`src/rtl/uart_tx_fifo.sv`:
```
// ---------------------------------------------------------------------------
// uart_tx_fifo
//
// This block is a UART transmitter with a transmit FIFO in front of it.
// Upstream words enter through a valid/ready handshake and are queued in the
// FIFO. The framing FSM takes words from the FIFO and serialises each one as:
//   start bit (0), DATA_BITS data bits LSB first, optional parity bit,
//   then one or two stop bits (1).
// The baud divisor, parity mode and stop-bit count are latched once at the
// start of each frame, so changing them mid-frame only affects later frames.
//
// Parameters
//   DATA_BITS  : data bits per frame (5..9)
//   FIFO_DEPTH : transmit FIFO entries (power of two, 2..256)
//   DIV_WIDTH  : width of the runtime baud divisor
//
// Ports
//   clk        : single clock for all logic
//   rstn       : asynchronous active-low reset
//   s_valid    : upstream word valid
//   s_data     : upstream data word (sent LSB first)
//   s_ready    : FIFO can accept a word
//   cfg_div    : clocks per bit (0 is treated as 1)
//   cfg_parity : 00 none, 01 odd, 10 even, 11 none
//   cfg_stop2  : 1 = two stop bits, 0 = one stop bit
//   tx         : serial line, idle high, driven from a register
//   busy       : FSM is not in IDLE
//   tx_done    : one-cycle pulse after the last stop bit of a frame
//   fifo_count : number of words held in the FIFO
// ---------------------------------------------------------------------------
module uart_tx_fifo #(
    parameter int DATA_BITS  = 8,
    parameter int FIFO_DEPTH = 16,
    parameter int DIV_WIDTH  = 16
) (
    input  logic                          clk,
    input  logic                          rstn,
    input  logic                          s_valid,
    input  logic [DATA_BITS-1:0]          s_data,
    output logic                          s_ready,
    input  logic [DIV_WIDTH-1:0]          cfg_div,
    input  logic [1:0]                    cfg_parity,
    input  logic                          cfg_stop2,
    output logic                          tx,
    output logic                          busy,
    output logic                          tx_done,
    output logic [$clog2(FIFO_DEPTH):0]   fifo_count
);

    localparam int AW = $clog2(FIFO_DEPTH);
    localparam int CW = AW + 1;

    typedef enum logic [2:0] {
        S_IDLE,
        S_START,
        S_DATA,
        S_PARITY,
        S_STOP
    } state_e;

    // -----------------------------------------------------------------------
    // Transmit FIFO
    // -----------------------------------------------------------------------
    logic [DATA_BITS-1:0] mem_q [FIFO_DEPTH];
    logic [AW-1:0]        wr_ptr_q;
    logic [AW-1:0]        rd_ptr_q;
    logic [CW-1:0]        count_q;
    logic [CW-1:0]        count_d;
    logic                 push_w;
    logic                 pop_w;
    logic [DATA_BITS-1:0] head_w;

    // Ready depends only on the registered count, so a push at full is
    // refused even if the FSM pops in the same cycle.
    assign s_ready    = (count_q != CW'(FIFO_DEPTH));
    assign push_w     = s_valid && s_ready;
    assign head_w     = mem_q[rd_ptr_q];
    assign fifo_count = count_q;

    always_comb begin
        count_d = count_q;
        case ({push_w, pop_w})
            2'b10:   count_d = count_q + CW'(1);
            2'b01:   count_d = count_q - CW'(1);
            default: count_d = count_q;
        endcase
    end

    // Pointers are exactly AW bits wide, so they wrap modulo FIFO_DEPTH.
    always_ff @(posedge clk or negedge rstn) begin
        if (!rstn) begin
            wr_ptr_q <= '0;
            rd_ptr_q <= '0;
            count_q  <= '0;
        end else begin
            if (push_w) begin
                wr_ptr_q <= wr_ptr_q + AW'(1);
            end
            if (pop_w) begin
                rd_ptr_q <= rd_ptr_q + AW'(1);
            end
            count_q <= count_d;
        end
    end

    // Storage is not reset; only pointers and count define valid contents.
    always_ff @(posedge clk) begin
        if (push_w) begin
            mem_q[wr_ptr_q] <= s_data;
        end
    end

    // -----------------------------------------------------------------------
    // Framing FSM
    // -----------------------------------------------------------------------
    state_e               state_q;
    logic [DIV_WIDTH-1:0] clk_cnt_q;
    logic [DIV_WIDTH-1:0] div_q;
    logic [3:0]           bit_idx_q;
    logic                 stop_idx_q;
    logic [DATA_BITS-1:0] shift_q;
    logic                 par_en_q;
    logic                 par_bit_q;
    logic                 stop2_q;
    logic                 tx_q;
    logic                 busy_q;
    logic                 done_q;

    logic [DIV_WIDTH-1:0] div_eff_w;
    logic                 bit_end_w;
    logic                 last_data_w;
    logic                 frame_end_w;
    logic                 par_en_w;
    logic                 par_bit_w;

    assign div_eff_w   = (cfg_div == '0) ? DIV_WIDTH'(1) : cfg_div;
    // Bit-clock counter runs 0 .. div-1 and restarts at every bit boundary.
    assign bit_end_w   = (clk_cnt_q == (div_q - DIV_WIDTH'(1)));
    assign last_data_w = (bit_idx_q == 4'(DATA_BITS - 1));
    assign frame_end_w = (state_q == S_STOP) && bit_end_w &&
                         (!stop2_q || stop_idx_q);

    // Parity enabled for modes 01 and 10 only; odd mode inverts the XOR.
    assign par_en_w    = ^cfg_parity;
    assign par_bit_w   = (^head_w) ^ (cfg_parity == 2'b01);

    // A pop happens either from IDLE or on the final clock of a frame, which
    // lets the next frame start with no idle gap.
    assign pop_w = (count_q != '0) && ((state_q == S_IDLE) || frame_end_w);

    always_ff @(posedge clk or negedge rstn) begin
        if (!rstn) begin
            state_q    <= S_IDLE;
            clk_cnt_q  <= '0;
            div_q      <= '0;
            bit_idx_q  <= '0;
            stop_idx_q <= 1'b0;
            shift_q    <= '0;
            par_en_q   <= 1'b0;
            par_bit_q  <= 1'b0;
            stop2_q    <= 1'b0;
            tx_q       <= 1'b1;
            busy_q     <= 1'b0;
            done_q     <= 1'b0;
        end else begin
            done_q <= 1'b0;

            case (state_q)
                S_IDLE: begin
                    tx_q   <= 1'b1;
                    busy_q <= 1'b0;
                end

                S_START: begin
                    if (bit_end_w) begin
                        clk_cnt_q <= '0;
                        bit_idx_q <= '0;
                        tx_q      <= shift_q[0];
                        shift_q   <= shift_q >> 1;
                        state_q   <= S_DATA;
                    end else begin
                        clk_cnt_q <= clk_cnt_q + DIV_WIDTH'(1);
                    end
                end

                S_DATA: begin
                    if (bit_end_w) begin
                        clk_cnt_q <= '0;
                        if (last_data_w) begin
                            if (par_en_q) begin
                                tx_q    <= par_bit_q;
                                state_q <= S_PARITY;
                            end else begin
                                tx_q       <= 1'b1;
                                stop_idx_q <= 1'b0;
                                state_q    <= S_STOP;
                            end
                        end else begin
                            bit_idx_q <= bit_idx_q + 4'd1;
                            tx_q      <= shift_q[0];
                            shift_q   <= shift_q >> 1;
                        end
                    end else begin
                        clk_cnt_q <= clk_cnt_q + DIV_WIDTH'(1);
                    end
                end

                S_PARITY: begin
                    if (bit_end_w) begin
                        clk_cnt_q  <= '0;
                        tx_q       <= 1'b1;
                        stop_idx_q <= 1'b0;
                        state_q    <= S_STOP;
                    end else begin
                        clk_cnt_q <= clk_cnt_q + DIV_WIDTH'(1);
                    end
                end

                S_STOP: begin
                    if (bit_end_w) begin
                        clk_cnt_q <= '0;
                        if (frame_end_w) begin
                            done_q  <= 1'b1;
                            tx_q    <= 1'b1;
                            busy_q  <= 1'b0;
                            state_q <= S_IDLE;
                        end else begin
                            stop_idx_q <= 1'b1;
                        end
                    end else begin
                        clk_cnt_q <= clk_cnt_q + DIV_WIDTH'(1);
                    end
                end

                default: begin
                    tx_q    <= 1'b1;
                    busy_q  <= 1'b0;
                    state_q <= S_IDLE;
                end
            endcase

            // Loading a new frame overrides the IDLE/STOP transitions above
            // and snapshots the configuration for the whole frame.
            if (pop_w) begin
                state_q    <= S_START;
                tx_q       <= 1'b0;
                busy_q     <= 1'b1;
                clk_cnt_q  <= '0;
                bit_idx_q  <= '0;
                stop_idx_q <= 1'b0;
                shift_q    <= head_w;
                div_q      <= div_eff_w;
                par_en_q   <= par_en_w;
                par_bit_q  <= par_bit_w;
                stop2_q    <= cfg_stop2;
            end
        end
    end

    assign tx      = tx_q;
    assign busy    = busy_q;
    assign tx_done = done_q;

endmodule

```
`config.mk`:
```
export PLATFORM = sky130hd
export DESIGN_NAME = uart_tx_fifo
export DESIGN_NICKNAME = d
export VERILOG_FILES = /design/src/rtl/uart_tx_fifo.sv
export SDC_FILE = /design/constraint.sdc
export NUM_CORES = 1
export LEC_CHECK = 0
export ABC_AREA = 1
export CAP_MARGIN = 20
export CORE_UTILIZATION = 60
export CTS_CLUSTER_DIAMETER = 120
export CTS_CLUSTER_SIZE = 8
export DETAILED_ROUTE_END_ITERATION = 8
export PLACE_DENSITY = 0.79
export SYNTH_ARGS = -nofsm -noshare
export SYNTH_HDL_FRONTEND = slang
export SYNTH_SLANG_ARGS = --single-unit
```
`constraint.sdc`:
```
create_clock -name clk -period 10.19 [get_ports clk]
set_input_delay 1.019 -clock clk [delete_from_list [all_inputs] [get_ports clk]]
set_output_delay 1.019 -clock clk [all_outputs]
set_load 0.1 [all_outputs]
```
# Word-level counts from Yosys, hierarchy flattened
# Memories as Yosys holds them, arrays and structs flattened.
# Cells that the tools add are included.
# classes
add_sub_neg,7
n_eq_ne,21
muxes,50
n_bitwise,1
reduce_logical,23
# ops
operator,count
2-to-1 mux 16 bit,4
2-to-1 mux 8 bit,4
"!= test 3 bit, second input constant",9
2-to-1 mux 3 bit,8
2-to-1 mux 1 bit,23
"adder 16 x 1 -> 16 bit, second input constant",1
== test 16 bit,1
zero test 16 bit,1
2-to-1 mux 4 bit,4
case mux 8 bit (2 select lines),1
"subtractor 16 x 1 -> 16 bit, second input constant",1
case mux 3 bit (5 select lines),1
AND reduction 7 bit,2
"adder 4 x 1 -> 4 bit, second input constant",3
case mux 5 bit (2 select lines),1
case mux 4 bit (2 select lines),1
XOR reduction 8 bit,1
"== test 3 x 2 -> 1 bit, second input constant",2
"adder 5 x 1 -> 5 bit, second input constant",1
"!= test 5 bit, second input constant",1
AND reduction 5 bit,1
nonzero test 5 bit,1
"subtractor 5 x 1 -> 5 bit, second input constant",1
"== test 2 x 1 -> 1 bit, second input constant",2
other kinds (22),27
# totals
register_bits,67
ram_bits,128
in_bits,30
output_inout_bits,9
elab_cells,118
n_memories,1
# memory_table
name,depth,word_bits,rd,rd_clocked_by_memory_dff,wr,line_no,source
mem_q,16,8,1,0,1,64,logic [DATA_BITS-1:0] mem_q [FIFO_DEPTH];

# Depth between registers and ports, before layout
# Gate-level depths: netlist (run 1).
# logic_depth
word_depth,8
ltp_mapped,27
depth_no_buf,26

# Worst setup path before layout (run 1)
# OpenSTA, ideal clock, no wires.
# synth_timing
path_type,register to register
startpoint,register count_q[0] (netlist: fifo_count[0])
endpoint,register count_q[4] (netlist: fifo_count[4])
setup_ps,131
arrival_time_ps,3595
required_time_ps,10059
setup_slack_ps,6464
stages_incl_launch_ff,14
n_path_buf,0
period_less_slack_ps,3726
path_cell_list,dfrtp_1 > nor4_1 > nand2_1 > nand2_1 > ha_1 > xor2_1 > ha_1 > a21oi_1 > o21ai_0 > a21oi_1 > inv_1 > a21oi_1 > o21ai_0 > xor2_1
# synth_via
elab_chain_cells,4
# synth_lines
item,line_no,source
from (decl),67,logic [CW-1:0] count_q;
from (signal assigned),102,count_q <= count_d;
!= test 5 bit *,75,assign s_ready = (count_q != CW'(FIFO_DEPTH));
named net s_ready,40,"output logic s_ready,"
logical AND 1 bit *,76,assign push_w = s_valid && s_ready;
== test 2 x 1 -> 1 bit / == test 2 bit (equally long branches),82,"case ({push_w, pop_w})"
case mux 5 bit (2 select lines) / nonzero test 2 bit (equally long branches),-,
# Mark *: on every way through the listed nets, which the timed path passes. The rest lies on a longest branch.
# A chain may end at the register's enable or synchronous reset.

# Final worst setup path (run 1)
# layout_timing
startpoint,register div_q[0]
endpoint,register count_q[4] (netlist: fifo_count[4])
# layout_via
elab_chain_cells,8
# layout_lines
item,line_no,source
from (decl),118,logic [DIV_WIDTH-1:0] div_q;
from (signal assigned),252,div_q <= div_eff_w;
subtractor 16 x 1 -> 16 bit *,138,assign bit_end_w = (clk_cnt_q == (div_q - DIV_WIDTH'(1)));
== test 16 bit *,138,
logical AND 1 bit * (2 in a row),140,assign frame_end_w = (state_q == S_STOP) && bit_end_w &&
logical OR 1 bit *,149,assign pop_w = (count_q != '0) && ((state_q == S_IDLE) || frame_end_w);
logical AND 1 bit *,149,
== test 2 x 1 -> 1 bit / == test 2 bit (equally long branches),82,
case mux 5 bit (2 select lines) / nonzero test 2 bit (equally long branches),-,
# Every way passes the cells marked *; elsewhere a longest branch is shown, timed or not.

==> results.toml, run 1 <==
[status]
run_status = "finished clean"

[sta]
setup_tns_ns = 0
final.min_clock_period_ns = 4.328
slew_headroom = 0.3451
rsz0062_at_grt = "false"
hold_viol = 0
tightest_slew_ns = 0.9792
timing.fmax_mhz = 231.1
hold_slack_ns = 0.4691
setup_slack_ns = 5.862
finalSetupViolations = 0
clock_skew_ns = 0.01479
fin_crit_sh = 0.4247
report.final.slew_viol_count = 0

[drt]
vias = 7044
postRouteAntennaNets = 0
vias_per_cell = 5.631
detail_route.first_pass.iterations = 5
drc = 0
drt-initial-drc-count = 717
wirelength_mm = 20.87
wire_per_inst_um = 16.68

[power]
p_leak_nw = 4.250
p_per_area_mw_per_mm2 = 303.9
ir_drop_v = 0.0001733

[logic_synthesis]
yosysTopAreaCellShare = 0.4083
synth_most_common_cell = "nand2_1"
ys_types = 44
async_reset_ff_frac = 0.3436
syn-num-nets = 1041
syn_area_per_cell_um2 = 9.433
yosysTopAreaCell = "edfxtp_1"
yosys_warnings = 0
ys_top_cells_by_count = "239 x nand2_1, 140 x nor2_1, 128 x edfxtp_1"
synth_area_mm2 = 0.009414
syn_inst = 998
ys_ff_latch = 195
ys.flop_type = "edfxtp_1"
synth-edff-count = 128
ys_seq_area_frac = 0.5865
yosys-top-cells-area = "edfxtp_1 41%, dfrtp_1 18%, nand2_1 9.5%"

[run]
maxCapViolCount = 0

[clock_network]
insertion_delay_ns = 0.44
cts_setup_buffers = 0
clockRootBuffer = "clkbuf_16"
ctsHtreeMaxLevel = 4
numCtsBuffers = 17
holdBufCountCts = 0
ctsLongestPathBuffers = 2
clock_sinks = 195
cts_tree = "done"
ctsResizeCount = 0
path_clk_slew_ns = 0.08

[setup_path]
worstPathCellList = "inv_2, ha_1, nand2_2, nor2_2, nand2_1, nand2_1, nand3_1, nor2_1, nand2_1, nor2_4, nand3_2, nand2_2, nand2_4, inv_2, ha_1, xor2_1, ha_1, a21oi_1, o21ai_0, a21oi_1, inv_1, a21oi_1, o21ai_0, xor2_1"
crit_arrival_ns = 4.65
worst_path_max_delay_cell = "inv_2"
ff2ff_path_depth = 24
setup.worst_path.start = "div_q[0]$_DFFE_PN0N_"
crit_fanout = 50
critPathKind = "register to register"
cp-start-kind = "register"
worstPathRequired_ns = 10.51
slowest_delay_ns = 0.56
r2r_start = "div_q[0]$_DFFE_PN0N_"
crit_path_end_kind = "register"

[die]
die_x_um = 127.3
num_io_pins = 39
die_h_um = 127.3
rows = 45
start_util = 0.6170
coreArea_mm2 = 0.01526
die-area_mm2 = 0.01620

[cells_and_area]
fin_cells = 1251
diodes = 0
area_delta_synth_final_pct = 11.18
postLayoutCoreUtil = 0.6859
final_nets = 1071
drive_gt1_frac = 0.05962

[global_routing]
grt_max_degree = 74
antenna_found_initial = 0
grt_pass1_vias = 6776
overflow = 0
grtUsageTotal = 0.2736
grt_pass1_wl_mm = 33.66

[hold_path]
min_path_cells = 2
hp-class = "register to register"
min_from = "tx$_DFFE_PN1P_"

[placement]
hpwlAfterDp_mm = 13.95
pre_cts_slack_ns = 5.838
dp_cells = 1220
numPortBuffers = 38
finalWeightedCongestion = 0.9134
[critical path, delay by kind of cell, from the launching register on]
family	cells	cell delay (ns)
AOI/OAI and AO/OA	5	0.64
xor gates and xnor gates	2	0.26
and+or+nand+nor	11	1.47
adders and majority gates	3	0.71
buffers and inverters	3	0.72
DFF	1	0.41
[path summary, 6_finish.rpt]
path / endpoint / slack, ns
min in group asynchronous: busy$_DFFE_PN0P_ / 0.78
max in group asynchronous: rd_ptr_q[0]$_DFFE_PN0N_ / 8.79
hold reg to reg: tx$_DFFE_PN1P_ / 0.47
hold / removal: tx$_DFFE_PN1P_ / 0.47
setup reg to reg: fifo_count[4]$_DFFE_PN0P_ / 5.86
setup / recovery: fifo_count[4]$_DFFE_PN0P_ / 5.86
[metal layers]
layer  share of wire  vias to the layer above  GRT usage
li1                -                     3440          -
met1            0.41                     3322     0.3464
met2            0.51                      238     0.4613
met3           0.057                       44    0.05235
met4           0.026                        0     0.1197
met5               0                        -          0
[through the flow]
step	instance area [um^2]	power, W
2_1_floorplan	9414	0.002224
3_3_place_gp	9920	0.002524
3_5_place_dp	9920	0.002549
4_1_cts	10470	0.003181
5_1_grt	10470	0.003412
6_report	10470	0.003181
[power breakdown]
group | switching (W) | internal, W
Combinational | 0.00100 | 0.000424
Clock | 0.000311 | 0.000320
Sequential | 0.000118 | 0.00100
[cell usage in the layout, fill, tap and decap left out, types with 3 or more instances in the layout]
master and instances:
a21oi_1 19, dfrtp_1 65, inv_8 4, xnor2_1 10, clkdlybuf4s50_1 37, nor2_1 140, buf_4 4, nor2_4 3
nand2_4 4, o2111ai_1 5, o21ai_1 16, nand4_1 17, o211ai_1 14, inv_1 79, edfxtp_1 128, nand2_1 239
nor3_1 9, inv_6 3, clkbuf_16 17, o22ai_1 9, nand3b_1 4, o21ai_0 74, nand3_1 49, inv_2 6
xor2_1 23, a31oi_1 7, nand2_2 3, clkinv_1 4, nor4_1 5, ha_1 13, nor2_2 5
[sequential cells by signal, indices dropped and copies added, names as in the netlist]
register / cells
mem_q: 128
rd_ptr_q: 4
tx: 1
tx_done: 1
bit_idx_q: 4
div_q: 16
par_en_q: 1
clk_cnt_q: 16
stop_idx_q: 1
stop2_q: 1
par_bit_q: 1
busy: 1
wr_ptr_q: 4
shift_q: 8
fifo_count: 5
state_q: 3
[area by class of cell]
| type | count | area, um^2 |
|---|---|---|
| Sequential cell | 195 | 5523 |
| Inverter | 87 | 326.6 |
| Multi-Input combinational cell | 685 | 3401 |
| Tap cell | 211 | 264.0 |
| Fill cell | 1156 | 4792 |
| Timing Repair Buffer | 42 | 405.4 |
| Clock inverter | 14 | 121.4 |
| Clock buffer | 17 | 425.4 |
[cell families after synthesis]
| kind of cell | synth area share |
|---|---|
| AO/OA/AOI/OAI | 0.09304 |
| adder cells (fa/ha/maj) | 0.01728 |
| XOR/XNOR | 0.03070 |
| AND/OR/NAND/NOR | 0.2202 |
| flip-flops | 0.5865 |
| buffers and inverters | 0.05223 |
Note: power is estimated with default switching activity, not from simulation.
==> run 2: changes to the inputs <==
- clock period: 10.19 -> 4.4 ns (I/O delays scaled with it)
==> run 2 against run 1 <==
- first-iteration DRC count is 1.7% higher
- clock power is 140% higher
- critical path type unchanged
- worst setup slack worse by 4.9 ns
- critical path depth stayed put
- sequential cell count stayed put
- largest cell class unchanged
- critical endpoint unchanged
==> results.toml, run 2 (synthesis gave the netlist of run 1 again) <==
[clock_network]
path_clk_slew_ns = 0.07
insertion_delay_ns = 0.43
cts_tree = "done"
ctsHtreeMaxLevel = 4
numCtsBuffers = 17
holdBufCountCts = 1
clockRootBuffer = "clkbuf_16"
clock_sinks = 195
ctsResizeCount = 0
ctsLongestPathBuffers = 2
cts_setup_buffers = 0

[drt]
drc = 0
postRouteAntennaNets = 0
drt-initial-drc-count = 729
wire_per_inst_um = 16.42
vias = 7107
wirelength_mm = 20.61
detail_route.first_pass.iterations = 5
vias_per_cell = 5.663

[die]
die-area_mm2 = 0.01620
die_h_um = 127.3
rows = 45
num_io_pins = 39
die_x_um = 127.3
coreArea_mm2 = 0.01526
start_util = 0.6170

[sta]
rsz0062_at_grt = "false"
final.min_clock_period_ns = 3.437
timing.fmax_mhz = 291.0
hold_viol = 0
tightest_slew_ns = 0.9742
finalSetupViolations = 0
report.final.slew_viol_count = 0
fin_crit_sh = 0.7811
setup_tns_ns = 0
clock_skew_ns = 0.01211
slew_headroom = 0.3485

[cells_and_area]
fin_area_mm2 = 0.01052
final_nets = 1074
diodes = 0
mostFrequentLayoutCells = "239 x nand2_1, 140 x nor2_1, 128 x edfxtp_1"
registers.top_by_ff_count = "mem_q"
largest_reg_flops = 128
reg.largest.list = "mem_q: 128 flops, clk_cnt_q: 16 flops, div_q: 16 flops"
n_fill_cell = 1157
drive_gt1_frac = 0.06130
area_delta_synth_final_pct = 11.72
final_common_cell = "nand2_1"

[placement]
numPortBuffers = 38
finalWeightedCongestion = 0.9672
hpwlAfterDp_mm = 14.04
placed_cell_area_mm2 = 0.009935

[power]
pwr-share-comb = 0.450
p_leak_nw = 4.279
seqPwrFrac = 0.349
ir_drop_v = 0.0004218
pwr-share-clk = 0.201
netSwitchingFraction = 0.4462
intPower_w = 0.004128
power_switching_w = 0.003325
p_per_area_mw_per_mm2 = 708.7

[global_routing]
grt_pass1_wl_mm = 33.53
grt_pass1_vias = 6882
antenna_found_initial = 0
overflow = 0
grtUsageTotal = 0.2742
grt_max_degree = 73

[setup_path]
path_delay_family = "simple AND/OR/NAND/NOR gates"
crit_arrival_ns = 3.75
crit_buf_inv = 3
crit_path_end_kind = "register"
slowest_delay_ns = 0.41
critPathKind = "register to register"
cp-start-kind = "register"
crit_fanout = 5
worst_path_max_delay_cell = "dfrtp_1"
worstPathCellList = "inv_2, ha_1, nand2_2, nor2_2, nand3b_1, nand2_1, nand2_1, nor2_1, nand2_1, nor2_4, nand3_2, nand2_2, nand2_4, inv_2, ha_1, xor2_1, ha_1, a21oi_1, o21ai_0, a21oi_1, inv_1, a21oi_1, o21ai_0, xor2_1"
worstPathRequired_ns = 4.71

[status]
run_status = "finished clean"

[hold_path]
hp-class = "register to register"

[run]
maxCapViolCount = 0
## run 2: power by group through the flow
stage | sequential (W) | clock (W) | combinational [W]
finish | 0.00260 | 0.00150 | 0.00335
global route | 0.00264 | 0.00158 | 0.00375
floorplan | 0.00278 | 0 | 0.00237
detailed placement | 0.00263 | 0 | 0.00332
CTS | 0.00260 | 0.00151 | 0.00334
global placement | 0.00262 | 0 | 0.00326
## run 2: per-stage QoR
stage	setup slack, ns	hold WS [ns]	instances	power, W	utilization
3_3_place_gp	1.041	0.4302	1222	0.005884	0.6511
2_1_floorplan	0.6744	0.1444	998	0.005151	-
6_report	0.9632	0.4762	1255	0.007453	0.6893
5_1_grt	0.5031	0.4946	1255	0.007975	0.6893
3_5_place_dp	0.9802	0.4255	1222	0.005948	0.6511
4_1_cts	0.9766	0.4781	1255	0.007441	0.6893
## run 2: worst register-to-register path: stages, from the launching register on
cell and delay, ns:
dfrtp_1 0.41, inv_2 0.11, ha_1 0.21, nand2_2 0.13, nor2_2 0.20, nand3b_1 0.09, nand2_1 0.07, nand2_1 0.05
nor2_1 0.12, nand2_1 0.10, nor2_4 0.13, nand3_2 0.12, nand2_2 0.10, nand2_4 0.05, inv_2 0.06, ha_1 0.21
xor2_1 0.10, ha_1 0.18, a21oi_1 0.20, o21ai_0 0.13, a21oi_1 0.14, inv_1 0.06, a21oi_1 0.11, o21ai_0 0.11
xor2_1 0.15
## run 2: cell type report
class | count | area [um^2] | area share
Timing Repair Buffer | 45 | 430.4 | 0.04092
Clock buffer | 18 | 429.2 | 0.04080
Multi-Input combinational cell | 685 | 3401 | 0.3233
Tap cell | 211 | 264.0 | 0.02510
Clock inverter | 14 | 143.9 | 0.01368
Inverter | 87 | 326.6 | 0.03105
Sequential cell | 195 | 5523 | 0.5251
## run 2: metal layers
metal / part of all wire / up-vias / track usage
met5: 0 / - / 0
met1: 0.41 / 3359 / 0.3405
li1: - / 3442 / -
met3: 0.059 / 50 / 0.04648
met2: 0.50 / 256 / 0.4619
met4: 0.037 / 0 / 0.1478
## run 2: worst paths after layout
path | startpoint | to | slack [ns] | depth (start not counted)
max | div_q[0]$_DFFE_PN0N_ | fifo_count[4]$_DFFE_PN0P_ | 0.96 | 24
min | tx$_DFFE_PN1P_ | tx$_DFFE_PN1P_ | 0.48 | 2
max reg2reg | div_q[0]$_DFFE_PN0N_ | fifo_count[4]$_DFFE_PN0P_ | 0.96 | 24
min reg2reg | tx$_DFFE_PN1P_ | tx$_DFFE_PN1P_ | 0.48 | 2
max in group asynchronous | rstn | div_q[0]$_DFFE_PN0N_ | 2.91 | 3
min in group asynchronous | rstn | clk_cnt_q[15]$_DFFE_PN0P_ | 0.50 | 2
==> run 3: changes to the inputs <==
- clock period: 4.4 -> 3.2 ns (I/O delays scaled with it)
==> run 3 against run 2 <==
- hold slack got worse by 0.46 ns
- combinational power increased by 47%
- sequential share of layout area decreased by 1.5 points
- critical path depth decreased by 1
- total power increased by 43%
- first-iteration DRC count increased by 2.6%
- clock power increased by 40%
- final area increased by 3.2%
- routed wire length increased by 5.2%
- final cell count increased by 2.2%
- highest routed layer unchanged
==> results.toml, run 3 (synthesis gave the netlist of run 1 again) <==
[status]
run_status = "finished clean"

[placement]
finalWeightedCongestion = 0.9813
placed_cell_area_mm2 = 0.01019
pre_cts_slack_ns = 0.01948
hpwlAfterDp_mm = 14.65
numPortBuffers = 38
dp_cells = 1250

[setup_path]
reg2reg_slack_ns = 0.06
crit_buf_inv = 2
crit_top_cell = "nand2_1"
worstPathRequired_ns = 3.52
crit_fanout = 4
r2r_start = "div_q[7]$_DFFE_PN0N_"
crit_arrival_ns = 3.46
crit_path_end_kind = "register"
r2r_end = "fifo_count[4]$_DFFE_PN0P_"
path_delay_family = "simple AND/OR/NAND/NOR gates"
critPathKind = "register to register"
cp-start-kind = "register"
ff2ff_path_depth = 23
worstPathCellList = "nor2_2, nand2_1, nor2_1, nand3b_1, nand2_1, nand2_1, nor2_1, nand2_1, nor2_4, nand3_2, nand2_2, nand2_4, inv_4, ha_4, xor2_1, ha_1, a21oi_2, o21ai_0, a21oi_1, inv_1, a21oi_1, o21ai_1, xor2_1"
slowest_delay_ns = 0.44
worst_path_max_delay_cell = "dfrtp_1"

[die]
start_util = 0.6170
num_io_pins = 39
coreArea_mm2 = 0.01526
die_x_um = 127.3
die_h_um = 127.3
die-area_mm2 = 0.01620
rows = 45

[clock_network]
path_clk_slew_ns = 0.07
insertion_delay_ns = 0.44
clockRootBuffer = "clkbuf_16"
holdBufCountCts = 0
cts_tree = "done"
ctsHtreeMaxLevel = 4
numCtsBuffers = 17
ctsLongestPathBuffers = 2
clock_sinks = 195

[cells_and_area]
largest_reg_flops = 128
final_nets = 1102
area_delta_synth_final_pct = 15.27
registers.top_by_ff_count = "mem_q"
final_common_cell = "nand2_1"
diodes = 0
drive_gt1_frac = 0.1119
reg.largest.list = "mem_q: 128 flops, clk_cnt_q: 16 flops, div_q: 16 flops"
fin_cells = 1283
mostFrequentLayoutCells = "234 x nand2_1, 135 x nor2_1, 128 x edfxtp_1"
n_fill_cell = 1100
fin_area_mm2 = 0.01085

[sta]
final.min_clock_period_ns = 3.136
hold_slack_ns = 0.02054
setup_slack_ns = 0.06437
clock_skew_ns = 0.01253
rsz0062_at_grt = "true"
tightest_slew_ns = 0.9744
fin_crit_sh = 0.9799
report.final.slew_viol_count = 0
timing.fmax_mhz = 318.9
finalSetupViolations = 0
slew_headroom = 0.3484
hold_viol = 0

[drt]
wire_per_inst_um = 16.90
detail_route.first_pass.iterations = 5
drc = 0
vias = 7216
postRouteAntennaNets = 0
wirelength_mm = 21.68
drt-initial-drc-count = 748
vias_per_cell = 5.624

[run]
maxCapViolCount = 0

[power]
p_leak_nw = 4.433
p_total_w = 0.01064
ir_drop_v = 0.0005341
p_per_area_mw_per_mm2 = 980.7

[hold_path]
hp-class = "input pin to asynchronous set/reset pin"

[global_routing]
grt_pass1_vias = 6915
overflow = 0
grt_max_degree = 73
grtUsageTotal = 0.2883
antenna_found_initial = 0
grt_pass1_wl_mm = 35.19
run 3: cell types whose count changed in the layout (fill, tap and decap cells not counted), sizes merged:
cell / before / now
clkinvlp: 0 / 1
clkdlybuf4s50: 37 / 35
buf: 7 / 38
inv: 92 / 91
clkbuf: 18 / 19
clkinv: 8 / 7
dlygate4sd3: 1 / 0
run 3: worst reg2reg max path, cell delays in order (launching register included):
cell      delay (ns)
dfrtp_1         0.44
nor2_2          0.20
nand2_1         0.12
nor2_1          0.15
nand3b_1        0.09
nand2_1         0.12
nand2_1         0.06
nor2_1          0.12
nand2_1         0.10
nor2_4          0.11
nand3_2         0.09
nand2_2         0.09
nand2_4         0.06
inv_4           0.07
ha_4            0.15
xor2_1          0.08
ha_1            0.19
a21oi_2         0.14
o21ai_0         0.11
a21oi_1         0.14
inv_1           0.07
a21oi_1         0.12
o21ai_1         0.09
xor2_1          0.15
run 3: metrics by stage:
stage | util | TNS [ns]
after floorplan | - | 0
after global placement | 0.6676 | 0
after detailed placement | 0.6676 | 0
after CTS | 0.7055 | 0
after global routing | 0.7112 | -0.1715
final | 0.7112 | 0
run 3: repair_timing:
action / 4_1_cts / 5_1_grt
gates resized for setup: 0 / 23
hold endpoints to repair: 0 / 0
setup buffers: 0 / 1
endpoints found under the setup margin: 0 / 8
run 3: routing by layer:
layer	GRT usage	vias up	routed length [um]
li1	-	3500	-
met1	0.3661	3439	9063
met2	0.4966	238	11060
met3	0.05067	39	1021
met4	0.1085	0	533
met5	0	-	0
run 3: area by class of cell:
cell class                 instances  area [um^2]  area share
clock inverter                    13        146.4     0.01349
inverter                          87        329.1     0.03032
sequential                       195         5532      0.5097
timing repair buffer              73        645.6     0.05949
multi-input combinational        685         3502      0.3227
tap                              211        264.0     0.02433
clock buffer                      19        432.9     0.03989
run 3: worst max path at each step:
stage / startpoint / depth (start not counted) / end / slack, ns
2_1_floorplan: div_q[0]$_DFFE_PN0N_ / 25 / fifo_count[4]$_DFFE_PN0P_ / 0.03
3_3_place_gp: div_q[0]$_DFFE_PN0N_ / 25 / fifo_count[4]$_DFFE_PN0P_ / 0.13
3_5_place_dp: div_q[0]$_DFFE_PN0N_ / 25 / fifo_count[4]$_DFFE_PN0P_ / 0.02
4_1_cts: div_q[1]$_DFFE_PN0N_ / 25 / fifo_count[4]$_DFFE_PN0P_ / 0.01
5_1_grt: div_q[7]$_DFFE_PN0N_ / 25 / fifo_count[4]$_DFFE_PN0P_ / -0.17
6_report: div_q[7]$_DFFE_PN0N_ / 23 / fifo_count[4]$_DFFE_PN0P_ / 0.06
run 3: power breakdown:
group / internal (W) / total [W] / switching, W
Sequential: 0.00321 / 0.00360 / 0.000396
Combinational: 0.00158 / 0.00493 / 0.00335
Clock: 0.00111 / 0.00210 / 0.000998
